$ cat config.mk
export PLATFORM = sky130hd
export DESIGN_NAME = half_adder
export DESIGN_NICKNAME = d
export VERILOG_FILES = /design/src/rtl/half_adder.sv
export SDC_FILE = /design/constraint.sdc
export NUM_CORES = 1
export LEC_CHECK = 0
export CAP_MARGIN = 10
export CORE_AREA = 2 2 39 41
export CTS_BUF_LIST = sky130_fd_sc_hd__clkbuf_8
export DETAILED_ROUTE_END_ITERATION = 8
export DIE_AREA = 0 0 41 43
export PLACE_DENSITY = 0.37
export RECOVER_POWER = 50
export SETUP_SLACK_MARGIN = 0.5
export SYNTH_ARGS = -nofsm -noshare
export SYNTH_HDL_FRONTEND = slang
export SYNTH_SLANG_ARGS = --single-unit
$ cat constraint.sdc
create_clock -name clk -period 1.48 [get_ports clk]
set_input_delay 0.148 -clock clk [delete_from_list [all_inputs] [get_ports clk]]
set_output_delay 0.148 -clock clk [all_outputs]
set_load 0.01 [all_outputs]
$ cat src/rtl/half_adder.sv
// -----------------------------------------------------------------------------
// half_adder
//
// Bit-parallel half adder with WIDTH independent lanes. Each lane computes
// sum = a ^ b and carry = a & b. There is no carry chain between lanes.
//
// Two views of the same result are provided:
//   - S / C     : combinational, zero latency, independent of clk/rst/in_valid.
//   - S_q / C_q : one-stage registered copy, captured when in_valid is high,
//                 qualified by out_valid (registered in_valid).
//
// Optional feature (compile-time macro HALF_ADDER_CARRY_CNT_EN):
//   - Adds output carry_cnt[15:0]. It counts the accepted cycles
//     (in_valid=1) in which at least one lane generates a carry. The counter
//     saturates at 16'hFFFF and is cleared asynchronously by rst.
//   - When the macro is undefined, the port and its logic are absent.
//
// Parameters:
//   WIDTH      number of lanes, legal range 1..64
//
// Ports:
//   clk        rising-edge clock for the registered path
//   rst        asynchronous active-high reset for the registered path
//   A, B       operands, one bit per lane
//   in_valid   qualifies A/B for capture into the registered path
//   S, C       combinational sum / carry
//   S_q, C_q   registered sum / carry (hold when in_valid=0)
//   out_valid  high for one cycle after each capture
//   carry_cnt  (optional) saturating count of accepted carry-generating cycles
// -----------------------------------------------------------------------------
module half_adder #(
  parameter int unsigned WIDTH = 1
) (
  input  logic             clk,
  input  logic             rst,
  input  logic [WIDTH-1:0] A,
  input  logic [WIDTH-1:0] B,
  input  logic             in_valid,
  output logic [WIDTH-1:0] S,
  output logic [WIDTH-1:0] C,
  output logic [WIDTH-1:0] S_q,
  output logic [WIDTH-1:0] C_q,
`ifdef HALF_ADDER_CARRY_CNT_EN
  output logic [15:0]      carry_cnt,
`endif
  output logic             out_valid
);

  // Combinational lanes: each bit position is an isolated half adder.
  always_comb begin
    S = A ^ B;
    C = A & B;
  end

  // Registered copy. The result registers only load on an accepted cycle,
  // so they keep the last captured result while out_valid is low.
  always_ff @(posedge clk or posedge rst) begin
    if (rst) begin
      S_q       <= '0;
      C_q       <= '0;
      out_valid <= 1'b0;
    end else begin
      out_valid <= in_valid;
      if (in_valid) begin
        S_q <= S;
        C_q <= C;
      end
    end
  end

`ifdef HALF_ADDER_CARRY_CNT_EN
  logic any_carry;

  always_comb begin
    any_carry = |C;
  end

  // Saturating counter: stops at all-ones instead of wrapping to zero.
  always_ff @(posedge clk or posedge rst) begin
    if (rst) begin
      carry_cnt <= '0;
    end else if (in_valid && any_carry && (carry_cnt != '1)) begin
      carry_cnt <= carry_cnt + 16'd1;
    end
  end
`endif

endmodule

Word-level counts from Yosys, hierarchy flattened
Cells that the tools add are included.

Bitwise operators: 2.

Operator list (number): $and 1x1->1 (1); $xor 1x1->1 (1).

Register bits: 3. Logic and storage cells: 5.

Logic depth before layout (Yosys ltp)
Depth after elaboration: 1. Depth in mapped cells: 2. Gate-level depth less buffers: 2.

Least setup slack after synthesis
Ideal clock, no wire load.

Kind: input-to-reg. Start: input A. End: register S_q. Path buffers: 0. Arrival: 736 ps. Setup slack: 619 ps. Library setup time: 125 ps. Stages: 2. Cells stage by stage: ha_1 mux2_2.

Cells in the longest elaborated chain, start to end: 1.

RTL lines: start: declaration (line 36) `input logic [WIDTH-1:0] A,`; $xor 1x1->1 (line 51) `S = A ^ B;`; end signal: assignment (line 59) `S_q <= '0;`; end signal: assignment (line 65) `S_q <= S;`; end: declaration (line 41) `output logic [WIDTH-1:0] S_q,`.

No other way between the ends. A chain may end at the register's enable or synchronous reset.

Worst setup path after layout
Start: input in_valid. End: register S_q.

RTL lines: start: declaration (line 38) `input logic in_valid,`.

No word-level cell between the ends.

==> results.yml <==
finish:
  layout-drive-gt1-share: 0.450
  nets: 27
  syn_to_final_growth_pct: 137
  fillers: 163
  design_area_sq_um: 270
  final_cell_mix: "3 x dfrtp_1, 3 x clkbuf_8"
  antenna_cells: 0
clock_network:
  cts.hold.buffers_added: 0
  root_buffer: "clkbuf_8"
  cts_num_sinks: 3
  htree_levels: 1
  cts_tree: "done"
  clock_latency_ps: 220
  clk_path_buf_depth: 2
  clk_pin_slew_worst_paths_ps: 30
  numCtsBuffers: 3
placed_design:
  port_buffers: 9
  hpwlAfterDp_um: 228
  placed_area_sq_um: 224
  pre_cts_ws_ps: -67.4
  place.gp.congestion: 0.508
critical_path:
  crit_path_top_delay_cell: "dlygate4sd3_1"
  critPathKind: "in -> reg"
  crit_buf_inv: 1
  critical_path_arrival_ps: 1080
  critPathMaxStageDelay_ps: 580
  r2r_start: "S_q$_DFFE_PP0P_"
  path_cells: "dlygate4sd3_1, mux2_2"
  rrSetupSlack_ps: 730
  end_kind: "register"
  r2r_end: "S_q$_DFFE_PP0P_"
  r2r_cells: 1
  cp_max_fo: 3
  cp-start-kind: "input port"
  crit_required_ps: 1570
  path_delay_family: "buffers and inverters"
global_routing:
  grt_util_all_layers: 0.0524
  grt_antenna_before_repair: 0
  globalRouteOverflowTotal: 0
  grt_pass1_wl_um: 496
  grt_pass1_vias: 114
  grt_max_degree: 4
die:
  io_pins: 10
  fp-row-count: 14
  dieWidth_um: 41
  core-area_sq_mm: 0.00138
  dieArea_sq_mm: 0.00176
  die_height_um: 43
  start_util: 0.0823
run:
  drv_cap: 0
drt:
  num_vias: 109
  via_per_inst: 3.03
  wl_per_cell_um: 8.69
  post-route-drc-count: 0
  drtIter0Drc: 1
  drt_first_pass_iters: 2
  totalWireLength_um: 313
  ant_nets: 0
sta:
  fin_ws_ps: 498
  finalCriticalPeriod_ps: 982
  worst-slew-pin-transition_ps: 128
  setup_viol: 0
  maxSlewViolCount: 0
  skew_ps: 0
  rsz0062_at_grt: "no"
  hold_viol: 0
  fin_crit_sh: 0.663
  fmax_mhz: 1020
  maxSlewHeadroom: 0.915
logic_synthesis:
  ys_types: 4
  syn_nets: 13
  syn-instance-count: 7
  synth.avg_cell_area_sq_um: 16.3
  ys_seq_elements: 3
  seq_area_frac_synth: 0.659
  synth_top_cell_area_share: 0.659
  yosys_warnings: 0
  synthesis.area_sq_um: 114
  yosys.area.top_type: "dfrtp_1"
  synth_area_leaders: "dfrtp_1 66%, mux2_2 20%, ha_1 11%"
pwr:
  p_leak_nw: 0.124
  switching_share: 0.209
  power_density_mw_per_mm2: 1380
  ir_worst_vdd_mv: 0.441
  switching_power_uw: 77.9
  clkPwrFrac: 0.620
  power_frac_comb: 0.127
  pwr-share-seq: 0.253
  p_int_uw: 295
outcome:
  status: "completed"
min_path:
  hp-class: "in -> async"
-- logic make-up after synthesis --
logic type | after synthesis | share of synthesized area
adders and majority gates | 1 | 0.110
buffers and inverters | 1 | 0.0329
DFF | 3 | 0.659
muxes | 2 | 0.198
-- Yosys cell counts, drive strengths merged --
cell / count
ha: 1
mux2: 2
dfrtp: 3
inv: 1
-- how the worst max path moves through the flow --
| stage | startpoint | end | slack [ps] | cells after the start |
|---|---|---|---|---|
| after CTS | S_q$_DFFE_PP0P_ | S_q | 500 | 1 |
| final | in_valid | S_q$_DFFE_PP0P_ | 500 | 2 |
| after global placement | A | S | -80 | 3 |
| after detailed placement | A | S | -70 | 3 |
| after global routing | in_valid | S_q$_DFFE_PP0P_ | 480 | 2 |
| after floorplan | A | S_q$_DFFE_PP0P_ | 620 | 2 |
-- state kept, by name (all words and copies together) (netlist names) --
signal and flops:
C_q 1, S_q 1, out_valid 1
-- area by class of cell --
class | instances | area [sq um] | share of cell area
Timing Repair Buffer | 9 | 78.8 | 0.292
Clock inverter | 1 | 3.75 | 0.0139
Clock buffer | 3 | 41.3 | 0.153
Multi-Input combinational cell | 3 | 47.5 | 0.176
Tap cell | 16 | 20.0 | 0.0741
Inverter | 1 | 3.75 | 0.0139
Sequential cell | 3 | 75.1 | 0.278
-- power by group through the flow --
stage	registers (mW)	clock network (mW)	logic (mW)
3_5_place_dp	0.0958	0	0.0547
6_report	0.0943	0.231	0.0473
5_1_grt	0.0956	0.246	0.0523
2_1_floorplan	0.0988	0	0.0142
4_1_cts	0.0948	0.239	0.0537
3_3_place_gp	0.0951	0	0.0547
-- metrics by stage --
step	total power, mW	util	instances	TNS [ps]	hold slack, ps
final	0.373	0.195	36	0	239
after global routing	0.394	0.195	36	0	259
after CTS	0.387	0.203	36	0	95.8
after detailed placement	0.150	0.162	32	-67.4	330
after global placement	0.150	0.162	32	-77.2	329
after floorplan	0.113	-	7	0	-98.4
-- what timing repair did --
item | 4_1_cts | 5_1_grt
pin swaps | 1 | 0
setup endpoints to repair | 6 | 2
resized for setup | 18 | 2
buffers inserted | 0 | 0
-- metal layers --
layer	vias to the layer above	part of all wire	GRT usage
met5	-	0	0
met4	0	0.019	0.0600
met3	2	0.19	0.0628
met2	12	0.29	0.0406
met1	46	0.50	0.0584
li1	49	-	-
(Power assumes the default switching activity.)
